**src/rtl/spi_arb_pkg.sv**
```systemverilog
// Shared types and constants for the SPI master arbiter.
package spi_arb_pkg;

  typedef enum logic [2:0] {
    IDLE   = 3'd0,
    OWN    = 3'd1,
    START  = 3'd2,
    XFER   = 3'd3,
    FINISH = 3'd4,
    GAP    = 3'd5
  } arb_state_t;

  localparam int unsigned CS_GAP_DEFAULT        = 4;
  localparam int unsigned START_TIMEOUT_DEFAULT = 64;

  localparam logic REQ_CPU    = 1'b0;
  localparam logic REQ_LOADER = 1'b1;

endpackage

```
**src/rtl/spi_arbiter.sv**
```systemverilog
// Round-robin owner of the single SPI master: CPU register path (0) and
// cartridge/ROM loader (1). Owns chip select and the start/busy handshake.
module spi_arbiter
  import spi_arb_pkg::*;
#(
  parameter int unsigned CS_GAP        = CS_GAP_DEFAULT,
  parameter int unsigned START_TIMEOUT = START_TIMEOUT_DEFAULT
) (
  input  logic       raw_clk,
  input  logic       reset,
  input  logic       req_0,
  input  logic       req_1,
  input  logic       valid_0,
  input  logic       valid_1,
  input  logic [7:0] tx_0,
  input  logic [7:0] tx_1,
  input  logic [2:0] div_0,
  input  logic [2:0] div_1,
  output logic       grant_0,
  output logic       grant_1,
  output logic       done_0,
  output logic       done_1,
  output logic [7:0] rx_data,
  output logic       error,
  output logic       spi_start,
  output logic [7:0] spi_data_tx,
  output logic [2:0] spi_divisor,
  input  logic [7:0] spi_data_rx,
  input  logic       spi_busy,
  output logic       spi_cs
);

  // One counter serves both the CS gap and the start timeout.
  localparam int unsigned CNT_MAX = (CS_GAP > START_TIMEOUT) ? CS_GAP : START_TIMEOUT;
  localparam int unsigned CW      = $clog2(CNT_MAX + 1);

  arb_state_t  state, state_n;
  logic        owner, owner_n;
  logic        last_owner, last_owner_n;
  logic [CW-1:0] cnt, cnt_n;

  logic        grant_0_n, grant_1_n;
  logic        done_0_n, done_1_n;
  logic        error_n;
  logic [7:0]  rx_data_n;
  logic        spi_start_n;
  logic [7:0]  spi_data_tx_n;
  logic [2:0]  spi_divisor_n;
  logic        spi_cs_n;

  logic        req_own, valid_own, done_n, pick;

  // Round-robin pick: on a tie the requester that did not own last wins.
  function automatic logic arb_pick(input logic r0, input logic r1, input logic last);
    if (r0 && r1) return !last;
    return r1 ? REQ_LOADER : REQ_CPU;
  endfunction

  // Next-state and next-output decode.
  always_comb begin
    state_n       = state;
    owner_n       = owner;
    last_owner_n  = last_owner;
    cnt_n         = cnt;
    grant_0_n     = grant_0;
    grant_1_n     = grant_1;
    error_n       = 1'b0;
    done_n        = 1'b0;
    rx_data_n     = rx_data;
    spi_start_n   = spi_start;
    spi_data_tx_n = spi_data_tx;
    spi_divisor_n = spi_divisor;
    spi_cs_n      = spi_cs;
    pick          = REQ_CPU;

    req_own   = (owner == REQ_LOADER) ? req_1   : req_0;
    valid_own = (owner == REQ_LOADER) ? valid_1 : valid_0;

    case (state)
      IDLE: begin
        if (req_0 || req_1) begin
          pick          = arb_pick(req_0, req_1, last_owner);
          owner_n       = pick;
          last_owner_n  = pick;
          spi_divisor_n = (pick == REQ_LOADER) ? div_1 : div_0;
          spi_cs_n      = 1'b0;
          grant_0_n     = (pick == REQ_CPU);
          grant_1_n     = (pick == REQ_LOADER);
          state_n       = OWN;
        end
      end
      OWN: begin
        if (valid_own) begin
          spi_data_tx_n = (owner == REQ_LOADER) ? tx_1 : tx_0;
          spi_start_n   = 1'b1;
          cnt_n         = '0;
          state_n       = START;
        end else if (!req_own) begin
          spi_cs_n  = 1'b1;
          grant_0_n = 1'b0;
          grant_1_n = 1'b0;
          cnt_n     = '0;
          state_n   = GAP;
        end
      end
      START: begin
        if (spi_busy) begin
          spi_start_n = 1'b0;
          state_n     = XFER;
        end else if (cnt == CW'(START_TIMEOUT - 1)) begin
          spi_start_n = 1'b0;
          done_n      = 1'b1;
          error_n     = 1'b1;
          state_n     = FINISH;
        end else begin
          cnt_n = cnt + CW'(1);
        end
      end
      XFER: begin
        if (!spi_busy) begin
          rx_data_n = spi_data_rx;
          done_n    = 1'b1;
          state_n   = FINISH;
        end
      end
      FINISH: begin
        if (req_own) begin
          state_n = OWN;
        end else begin
          spi_cs_n  = 1'b1;
          grant_0_n = 1'b0;
          grant_1_n = 1'b0;
          cnt_n     = '0;
          state_n   = GAP;
        end
      end
      GAP: begin
        if (cnt == CW'(CS_GAP - 1)) state_n = IDLE;
        else                        cnt_n   = cnt + CW'(1);
      end
      default: state_n = IDLE;
    endcase

    done_0_n = done_n && (owner == REQ_CPU);
    done_1_n = done_n && (owner == REQ_LOADER);
  end

  // State and registered outputs; reset drops CS/start on the next edge.
  always_ff @(posedge raw_clk) begin
    if (reset) begin
      state       <= IDLE;
      owner       <= REQ_CPU;
      last_owner  <= REQ_LOADER;
      cnt         <= '0;
      grant_0     <= 1'b0;
      grant_1     <= 1'b0;
      done_0      <= 1'b0;
      done_1      <= 1'b0;
      error       <= 1'b0;
      rx_data     <= '0;
      spi_start   <= 1'b0;
      spi_data_tx <= '0;
      spi_divisor <= '0;
      spi_cs      <= 1'b1;
    end else begin
      state       <= state_n;
      owner       <= owner_n;
      last_owner  <= last_owner_n;
      cnt         <= cnt_n;
      grant_0     <= grant_0_n;
      grant_1     <= grant_1_n;
      done_0      <= done_0_n;
      done_1      <= done_1_n;
      error       <= error_n;
      rx_data     <= rx_data_n;
      spi_start   <= spi_start_n;
      spi_data_tx <= spi_data_tx_n;
      spi_divisor <= spi_divisor_n;
      spi_cs      <= spi_cs_n;
    end
  end

endmodule

```
**config.mk**
```make
export PLATFORM = sky130hd
export DESIGN_NAME = spi_arbiter
export DESIGN_NICKNAME = d
export VERILOG_FILES = /design/src/rtl/spi_arb_pkg.sv /design/src/rtl/spi_arbiter.sv
export SDC_FILE = /design/constraint.sdc
export NUM_CORES = 1
export LEC_CHECK = 0
export ABC_CLOCK_PERIOD_IN_PS = 2600
export CAP_MARGIN = 40
export CORE_MARGIN = 5
export CORE_UTILIZATION = 23
export DETAILED_ROUTE_END_ITERATION = 16
export SYNTH_ARGS = -nofsm -noshare
export SYNTH_HDL_FRONTEND = slang
export SYNTH_SLANG_ARGS = --single-unit
```
**constraint.sdc**
```tcl
create_clock -name raw_clk -period 2.6 [get_ports raw_clk]
set_clock_uncertainty 0.1 [all_clocks]
set_input_delay 0.52 -clock raw_clk [delete_from_list [all_inputs] [get_ports raw_clk]]
set_output_delay 0.52 -clock raw_clk [all_outputs]
set_load 0.01 [all_outputs]
```
==> impl_results.md <==
* Ys flop type: dfxtp_1
* Pwr/cell area at 587 nW/um2
* Core area at 7730 um2
* Share of layout cells above drive strength 1 at 0.0982
* CTS Sinks at 38
* Syn_area_per_cell at 8.85 um2
* Asr flop ratio synth at 0
* Iter 0 DRT Violations at 133
* Register area at 761 um2
* Worst Path Max Fanout at 5
* Commonest non-fill, non-tap cell in the layout: clkdlybuf4s50_1
* Crit path kind: reg2reg
* Peak per-stage delay on the critical path at 0.48 ns
* Vias in the first global route at 1,679
* DP Worst Slack at 0.0930 ns
* Final ANT Viol Nets at 0
* Fillers at 789
* Final #Nets at 312
* WP data arrival at 2.36 ns
* Final min period at 2.23 ns
* CTS Buf Count at 5
* Largest net degree at the start of global routing at 19
* Dpl cells at 369
* Initial core utilization at 0.236
* Worst path slowest cell: mux4_2
* Critical path endpoint category: register
* CTS tree: done
* First-pass GRT wire length at 8090 um
* Total wire length at 4950 um
* Final Non-Filler Cells at 377
* Peak VDD IR at 211 uV
* Io pins at 63
* Routability congestion estimate at 0.761
* Placement row count at 32
* Cts hold-fix bufs at 0
* Skew-Pair Late Insertion Delay at 0.29 ns
* Reg2reg setup slack at 0.37 ns
* Chip width at 99.0 um
* Max H-tree Level at 2
* Req. time, crit path at 2.73 ns
* Net Count, Synth at 244
* Syn Inst Count at 206
* Setup TNS at 0 ns
* Initial antenna violation count at 0
* Detailed-route DRC error count at 0
* Initial DRT Pass Iterations at 4
* Number of max-cap violations at 0
* Number of synthesis warnings at 0
* Die area at 9810 um2
* GRT overflow at 0
* Max transition margin at 0.593
* Layout area overhead at 47.8%
* Average wire per standard cell at 13.1 um
* EDFF count, synth at 0
* GRT Overall Usage at 0.100
* Clock Tree Buf Depth at 2
* Status: completed
* Post CTS Setup Buffer Count at 0
* LEAKAGE at 0.930 nW
* Startpoint Class: register
* Final setup fails at 0
* Final WS setup at 0.370 ns
* Vias per cell at 4.71
* Post-synthesis sequential area ratio at 0.417
* Hpwl dp at 3720 um
* CTS root buf: clkbuf_8
* Final Cycle Share at 0.858
* Footprint of the multi-input gates at 993 um2
* Unique cell type count in the Yosys netlist at 49
* #FFs+latches synth at 38
* Maximum clock rate at 448 MHz
* Hold crit path type: reg2reg
* Fin. Hold Viols at 0
* Most common cell on crit path: a21oi_1
* Synthesized area at 1820 um2
* Leading cell types in the layout, fill and taps excluded: 62 x clkdlybuf4s50_1, 38 x dfxtp_1, 24 x nor2_1
* Final Total Pwr at 0.00158 W
* Crit-path cells: ha_1 -> and4_1 -> a21oi_1 -> mux4_2 -> or3b_1 -> a21oi_1
* Via count at 1,776
* Port buffer count at 62
* Post_cts resized at 0
* RSZ-0062 raised after global routing: no
* Worst-Margin Slew at 0.594 ns
* CTS clk-pin slew, worst paths at 0.08 ns
* Max Slew Vio Count at 0
* # diodes at 0
* Die Height at 99.0 um
==> synthesized netlist by cell type (all sizes together) (2+ instances only) <==
library cell | number | area share
o22ai | 2 | 0.0069
inv | 5 | 0.010
a2111o | 2 | 0.012
nor4 | 3 | 0.019
or3b | 3 | 0.014
a211o | 2 | 0.014
a31oi | 2 | 0.0069
and2 | 3 | 0.010
a22o | 2 | 0.0096
nor3 | 5 | 0.014
nor2 | 24 | 0.049
or2 | 2 | 0.0069
nor4b | 2 | 0.0096
nor2b | 2 | 0.0069
nand2b | 4 | 0.014
and3 | 2 | 0.0069
nand2 | 22 | 0.045
a211oi | 13 | 0.054
o211ai | 2 | 0.0082
mux2i | 12 | 0.066
o21ai | 6 | 0.019
dfxtp | 38 | 0.42
clkbuf | 7 | 0.014
buf | 5 | 0.013
a21oi | 18 | 0.049
==> state kept, by name, summed over array words and instances (netlist names) <==
register,flops
grant_0,1
last_owner,1
owner,1
grant_1,1
cnt,7
spi_start,1
spi_data_tx,8
done_0,1
rx_data,8
state,3
done_1,1
error,1
spi_divisor,3
spi_cs,1
==> power by group <==
part | switching, W | leakage [nW] | internal [W]
clock | 0.000205 | 0.0482 | 0.000214
combinational | 0.000224 | 0.572 | 0.000253
sequential | 0.0000500 | 0.310 | 0.000638
==> metrics by stage <==
stage | utilization | instance area [um2] | hold WS (ns)
detailed placement | 0.337 | 2600 | 0.347
CTS | 0.349 | 2700 | 0.358
floorplan | - | 1820 | 0.330
finish | 0.349 | 2700 | 0.356
global placement | 0.337 | 2600 | 0.345
global route | 0.349 | 2700 | 0.380
==> path summary, 6_finish.rpt <==
check / from / to / cells after the start
min: rx_data[2]$_SDFFE_PP0N_ / rx_data[2]$_SDFFE_PP0N_ / 2
max: cnt[0]$_SDFFE_PP0P_ / state[2]$_SDFFE_PP0P_ / 6
max reg2reg: cnt[0]$_SDFFE_PP0P_ / state[2]$_SDFFE_PP0P_ / 6
min reg2reg: rx_data[2]$_SDFFE_PP0N_ / rx_data[2]$_SDFFE_PP0N_ / 2
==> cells by family after synthesis <==
kind of cell / after synthesis / share of synthesized area
adders and majority gates: 1 / 0.00686
buffers and inverters: 17 / 0.0378
DFF: 38 / 0.417
muxes: 14 / 0.0844
AOI/OAI and AO/OA: 61 / 0.246
and+or+nand+nor: 75 / 0.207
==> final cells by class <==
| type | instances | area share |
|---|---|---|
| repair buffers | 73 | 0.261 |
| clock buffers | 7 | 0.0320 |
| flip-flops and latches | 38 | 0.282 |
| clock inverters | 1 | 0.00186 |
| inverters | 5 | 0.00696 |
| well taps | 102 | 0.0474 |
| multi-input cells | 151 | 0.369 |
==> critical path: cells and delay by family (launching register included) <==
| family | cells | cell delay, ns |
|---|---|---|
| adder cells (fa/ha/maj) | 1 | 0.23 |
| multiplexers | 1 | 0.48 |
| flip-flops | 1 | 0.39 |
| AND/OR/NAND/NOR | 2 | 0.68 |
| AO/OA/AOI/OAI | 2 | 0.29 |
==> metal layers <==
layer | vias to the layer above | track usage | share of wire | wire length [um]
li1 | 894 | - | - | -
met1 | 807 | 0.130 | 0.46 | 2250
met2 | 70 | 0.154 | 0.44 | 2190
met3 | 5 | 0.0446 | 0.093 | 459
met4 | 0 | 0.0189 | 0.0087 | 43
met5 | - | 0 | 0 | 0
No activity file was read; power rests on OpenSTA's default activity.
